--- config.mk ---
export PLATFORM = sky130hd
export DESIGN_NAME = serial_subtractor
export DESIGN_NICKNAME = d
export VERILOG_FILES = /design/src/rtl/arith_pkg.sv /design/src/rtl/complete_adder.sv /design/src/rtl/serial_subtractor.sv
export SDC_FILE = /design/constraint.sdc
export NUM_CORES = 1
export LEC_CHECK = 0
export CORE_MARGIN = 2
export CORE_UTILIZATION = 53
export DETAILED_ROUTE_END_ITERATION = 8
export PLACE_DENSITY = 0.83
export SETUP_SLACK_MARGIN = 0.3
export SYNTH_ARGS = -nofsm -noshare
export SYNTH_HDL_FRONTEND = slang
export SYNTH_SLANG_ARGS = --single-unit
export TNS_END_PERCENT = 10
--- constraint.sdc ---
create_clock -name clk -period 4 [get_ports clk]
set_clock_uncertainty 0.1 [all_clocks]
set_input_delay 0.8 -clock clk [delete_from_list [all_inputs] [get_ports clk]]
set_output_delay 0.8 -clock clk [all_outputs]
set_load 0.01 [all_outputs]
--- src/rtl/arith_pkg.sv ---
// Shared arithmetic constants: FSM state encoding and default operand width
// for the serial arithmetic blocks.
package arith_pkg;

    localparam int unsigned ARITH_W = 4;

    typedef enum logic [1:0] {
        ST_IDLE = 2'd0,
        ST_RUN  = 2'd1,
        ST_DONE = 2'd2
    } arith_state_e;

endpackage

--- src/rtl/complete_adder.sv ---
// One-bit full adder cell shared by the ripple and serial arithmetic blocks.
module complete_adder (
    input  logic a_i,
    input  logic b_i,
    input  logic c_i,
    output logic s_o,
    output logic c_o
);

    assign s_o = a_i ^ b_i ^ c_i;
    assign c_o = (a_i & b_i) | (c_i & (a_i ^ b_i));

endmodule

--- src/rtl/serial_subtractor.sv ---
// Bit-serial subtractor d = x - y - b_in, LSB first, one bit per clock.
// Optional signed-overflow flag port ovf is built when SERIAL_SUB_OVF_EN is defined.
module serial_subtractor
    import arith_pkg::*;
#(
    parameter int unsigned WIDTH = ARITH_W
) (
    input  logic             clk,
    input  logic             rst_n,
    input  logic             start,
    input  logic             b_in,
    input  logic [WIDTH-1:0] x,
    input  logic [WIDTH-1:0] y,
`ifdef SERIAL_SUB_OVF_EN
    output logic             ovf,
`endif
    output logic [WIDTH-1:0] d,
    output logic             b_out,
    output logic             busy,
    output logic             done
);

    localparam int unsigned CntW = (WIDTH > 2) ? $clog2(WIDTH) : 1;
    localparam logic [CntW-1:0] CntLast = CntW'(WIDTH - 1);

    arith_state_e     state_q, state_d;
    logic [WIDTH-1:0] x_q, x_d;
    logic [WIDTH-1:0] y_q, y_d;
    logic [WIDTH-2:0] r_q, r_d;
    logic             br_q, br_d;
    logic [CntW-1:0]  cnt_q, cnt_d;
    logic [WIDTH-1:0] d_q, d_d;
    logic             b_out_q, b_out_d;
    logic             ovf_q, ovf_d;

    logic             diff;
    logic             carry;
    logic             br_next;
    logic [WIDTH-1:0] r_shift;

    // Subtraction as x0 + ~y0 + carry-in, where carry = ~borrow.
    complete_adder u_complete_adder (
        .a_i (x_q[0]),
        .b_i (~y_q[0]),
        .c_i (~br_q),
        .s_o (diff),
        .c_o (carry)
    );

    assign br_next = ~carry;
    assign r_shift = {diff, r_q};

    always_comb begin
        state_d = state_q;
        x_d     = x_q;
        y_d     = y_q;
        r_d     = r_q;
        br_d    = br_q;
        cnt_d   = cnt_q;
        d_d     = d_q;
        b_out_d = b_out_q;
        ovf_d   = ovf_q;
        case (state_q)
            ST_IDLE, ST_DONE: begin
                state_d = ST_IDLE;
                if (start) begin
                    x_d     = x;
                    y_d     = y;
                    br_d    = b_in;
                    cnt_d   = '0;
                    state_d = ST_RUN;
                end
            end
            ST_RUN: begin
                x_d   = x_q >> 1;
                y_d   = y_q >> 1;
                r_d   = r_shift[WIDTH-1:1];
                br_d  = br_next;
                cnt_d = cnt_q + CntW'(1);
                if (cnt_q == CntLast) begin
                    state_d = ST_DONE;
                    d_d     = r_shift;
                    b_out_d = br_next;
                    // x_q[0]/y_q[0] hold the captured operand MSBs on the last bit.
                    ovf_d   = (x_q[0] ^ y_q[0]) & (diff ^ x_q[0]);
                end
            end
            default: state_d = ST_IDLE;
        endcase
    end

    always_ff @(posedge clk or negedge rst_n) begin
        if (!rst_n) begin
            state_q <= ST_IDLE;
            x_q     <= '0;
            y_q     <= '0;
            r_q     <= '0;
            br_q    <= 1'b0;
            cnt_q   <= '0;
            d_q     <= '0;
            b_out_q <= 1'b0;
            ovf_q   <= 1'b0;
        end else begin
            state_q <= state_d;
            x_q     <= x_d;
            y_q     <= y_d;
            r_q     <= r_d;
            br_q    <= br_d;
            cnt_q   <= cnt_d;
            d_q     <= d_d;
            b_out_q <= b_out_d;
            ovf_q   <= ovf_d;
        end
    end

    assign d     = d_q;
    assign b_out = b_out_q;
    assign busy  = (state_q == ST_RUN);
    assign done  = (state_q == ST_DONE);

`ifdef SERIAL_SUB_OVF_EN
    assign ovf = ovf_q;
`else
    logic unused_ovf;
    assign unused_ovf = ovf_q;
`endif

endmodule

# Yosys cells after proc, flatten, opt, wreduce, memory -nomap -nowiden
# Index checks and enable logic that the tools add are counted.
[op_classes] n_addsub=1 n_eq_ne=5 mux=11 n_bitwise=8 n_reduce_logical=5
[op_table] operator="$pmux W4 S2" count=2
[op_table] operator="$mux W4" count=2
[op_table] operator="$pmux W2 S2" count=2
[op_table] operator="$eq A2 B2 Y1 const B" count=2
[op_table] operator="$mux W2" count=2
[op_table] operator="$reduce_and A2 Y1" count=2
[op_table] operator="$not A1 Y1" count=3
[op_table] operator="$add A2 B1 Y2 const B" count=1
[op_table] operator="$and A1 B1 Y1" count=2
[op_table] operator="$eq A2 B1 Y1 const B" count=1
[op_table] operator="$logic_not A2 Y1" count=1
[op_table] operator="$mux W1" count=2
[op_table] operator="$ne A2 B1 Y1 const B" count=1
[op_table] operator="$ne A2 B2 Y1 const B" count=1
[op_table] operator="$pmux W1 S2" count=1
[op_table] operator="$reduce_bool A2 Y1" count=1
[op_table] operator="$reduce_or A2 Y1" count=1
[op_table] operator="$xor A1 B1 Y1" count=2
[op_table] operator="$or A1 B1 Y1" count=1
[totals] regBits=21 wordCells=38

# Logic depth before layout (Yosys ltp)
[logic_depth] depth_word=6 ltp_mapped=5

# Cells and area by module
# Synthesis repeated with hierarchy kept, for this count alone.
[unflattened] hier_cells=88 area_unflattened_um2=1073.5
[by_module_without_submodules] mod="serial_subtractor" instances=1 cells_each=87 area_each_um2=1053.5
[by_module_without_submodules] mod="complete_adder" instances=1 cells_each=1 area_each_um2=20.0

# Worst setup path before layout
# OpenSTA, ideal clock, no wires.
[synth_path] kind="register to output" startpoint="reg state_q[1]" endpoint="out busy" arrival_ns=0.779 setup_slack_ns=2.321 path_stages_with_launch=4 path_buffers=1 cell_sequence="dfrtp_1 > nand2b_1 > buf_2 > inv_1"
[synth_between] elab_chain_cells=1
[synth_lines] item="start, declared" line_no="serial_subtractor.sv:26" rtl="arith_state_e state_q, state_d;"
[synth_lines] item="start signal, assigned" line_no="serial_subtractor.sv:104" rtl="state_q <= state_d;"
[synth_lines] item="$eq A2 B1 Y1" line_no="serial_subtractor.sv:118" rtl="assign busy = (state_q == ST_RUN);"
[synth_lines] item="end, declared" line_no="serial_subtractor.sv:19" rtl="output logic busy,"
# Every way passes these cells.

# Worst setup path in the final report
[layout_path] startpoint="reg state_q[0]" endpoint="out busy"
# Same word-level chain as after synthesis.

==> results by group <==
Job
  • Max-Cap Viols: 0

Timing
  • Final Hold Fails: 0
  • F_max: 332 MHz
  • Pin slew with the least headroom to its limit: 912 ps
  • Slew headroom: 39.0%
  • Fin crit share: 75.4%
  • Slew Viols, Final: 0
  • Finish-stage setup viols: 0
  • Setup_tns: 0 ps
  • Final worst slack: 985 ps
  • Min Tclk post-route: 3020 ps
  • Unrepaired setup endpoints after global routing: false

Finish
  • Fillers: 137
  • Layout Area Growth over Synthesis: 20.6%
  • Flip-flop and latch area: 526 sq um
  • N_diodes: 0
  • Nets: 122
  • Final cell count without fillers: 132
  • Final Core Density: 68.5%
  • Multi-input gate area: 413 sq um
  • Design Area, Final: 1190 sq um
  • Layout cell share with drive strength beyond 1: 7.48%

Setup path
  • R2R depth: 2
  • Kind of critical path: reg2out
  • Critical Path Slowest Stage Cell: dfrtp_1
  • Crit start category: flip-flop
  • CP peak stage delay: 760 ps
  • Crit path capture type: output pin
  • Max FO, Critical Path: 22
  • Worst endpoint required time: 3100 ps
  • Worst-path cell chain: nand2b_1 > inv_1 > clkdlybuf4s50_1
  • Crit path arrival time: 2120 ps

Placement
  • Dpl ws: 1350 ps
  • RD Place Congestion: 0.712
  • PortBufs: 18
  • Final HPWL DP: 1240 um
  • Cell Count Post-Placement: 128
  • Placed Area: 1170 sq um

CTS
  • CTS H-Tree Depth: 1
  • CTS tree: built
  • Clock buffer depth: 2
  • CTS sink cnt: 21
  • Clk slew on worst S/H paths: 120 ps
  • Setup bufs post-CTS: 0
  • Root Driver: clkbuf_4
  • # resized after CTS: 0
  • Hold Buf Count CTS: 0
  • Num CTS Buffers: 3
  • Worst skew pair latency: 300 ps

Logic synthesis
  • Mapped Area: 991 sq um
  • Netlist cell types: 24
  • Syn_area_per_cell: 11.0 sq um
  • Post-synth top area cell: dfrtp_1
  • Top-area cell type share of the netlist area: 53.0%
  • Area contributors post-synth: dfrtp_1 53%, mux2i_1 7.1%, mux2_2 4.5%
  • Ys Warns: 0
  • Post-Syn Nets: 104
  • Register bit total from synthesis: 21
  • Post-Synthesis Cells: 90
  • Sequential area share after synthesis: 53.0%

Die
  • Die Area: 2230 sq um
  • Core Area: 1750 sq um
  • Die span in y: 47.2 um
  • I/O pin cnt: 19
  • Initial Util: 56.8%
  • Die Width: 47.2 um
  • Row count: 15

Power and ir drop
  • Peak supply drop: 0.507 mV
  • Comb pwr share: 41.4%
  • Power Density: 738 nW/um^2
  • Switch share: 36.7%
  • Sw power: 323 uW
  • Sequential fraction of design power: 47.1%
  • Int Pwr: 558 uW
  • Part of the power in the clock network: 11.5%
  • P_leak: 0.517 nW

Outcome
  • Outcome: finished clean

Drt
  • Remaining DRCs: 0
  • Detailed Routing Iterations Pass 1: 4
  • Final ANT Viol Nets: 0
  • Avg Vias per Cell: 5.20
  • First DRT Iteration DRCs: 16
  • Via Count: 686
  • WL per Instance: 13.4 um
  • Final wirelength: 1770 um

Global routing
  • Initial antenna violation count: 0
  • Vias in the first global route: 633
  • Largest net degree at the start of global routing: 23
  • Tot GR Track Use: 18.9%
  • First-pass GRT wire length: 2790 um
  • Congestion Overflow GR: 0

Worst hold path
  • WHS Path Cells: 2
  • HP Class: reg2reg
metal layers:
layer  routed length, um  track usage (%)
met1                 842             23.1
met2                 823             30.3
met3                  51             3.08
met4                  51             12.8
met5                   0                0
registers in the layout, indices dropped and copies added (netlist names):
| register | count |
|---|---|
| b_out | 1 |
| br_q | 1 |
| cnt_q | 2 |
| d | 4 |
| r_q | 3 |
| state_q | 2 |
| x_q | 4 |
| y_q | 4 |
critical path: cells and delay by family, from the launching register on:
family,cells,cell delay (ps)
buffers and inverters,2,730
flip-flops,1,760
AND/OR/NAND/NOR,1,320
power groups by stage:
| stage | clock network (mW) | logic [mW] | registers [mW] |
|---|---|---|---|
| 5_1_grt | 0.109 | 0.406 | 0.430 |
| 2_1_floorplan | 0 | 0.271 | 0.380 |
| 3_5_place_dp | 0 | 0.364 | 0.419 |
| 4_1_cts | 0.103 | 0.366 | 0.414 |
| 3_3_place_gp | 0 | 0.350 | 0.410 |
| 6_report | 0.102 | 0.365 | 0.415 |
cells in the final DEF (no fill, tap or decap), drive strengths merged, types with 3 or more instances in the layout:
master,instances
a21oi,5
nor2b,6
inv,5
a211oi,5
nand2,10
nand3,3
nand2b,3
clkdlybuf4s50,18
mux2,5
clkbuf,4
mux2i,7
dfrtp,21
o21ai,6
through the flow:
step	total power [mW]	hold slack [ps]
finish	0.882	395
global route	0.945	441
CTS	0.883	401
detailed placement	0.783	375
global placement	0.760	361
floorplan	0.651	342
worst paths after layout:
path,start,end,slack [ps]
min reg2reg,d[3],d[3],400
min in group asynchronous,rst_n,d[2],890
max reg2reg,state_q[0],d[0],2290
min,d[3],d[3],400
max,state_q[0],busy,980
max in group asynchronous,rst_n,y_q[2],2340
Yosys cell counts:
cell type / count
o21ai_0: 6
fa_1: 1
ha_1: 1
mux2_2: 4
a21oi_1: 5
mux2i_1: 7
buf_2: 3
nor2b_1: 6
nor2_1: 1
xnor2_1: 1
buf_6: 1
o22ai_1: 1
nand2_1: 10
dfrtp_1: 21
nand2b_1: 3
a31oi_1: 1
nand3b_1: 1
buf_4: 1
inv_1: 5
o211ai_1: 1
mux2_4: 1
a211oi_1: 5
a22o_1: 1
nand3_1: 3
layout make-up:
class                   instances  area share (%)
multi-input cells              59            34.6
clock buffers                   4            2.20
well taps                      25            2.62
repair buffers                 18            15.1
inverters                       5            1.57
flip-flops and latches         21            44.0
kinds of logic after synthesis:
kind of cell / share of synthesized area (%)
buffers and inverters: 5.30
flip-flops: 53.0
XOR/XNOR: 0.884
multiplexers: 13.1
adder cells (fa/ha/maj): 3.28
AND/OR/NAND/NOR: 12.1
AO/OA/AOI/OAI: 12.2
Power figures use the tool's default switching activity.
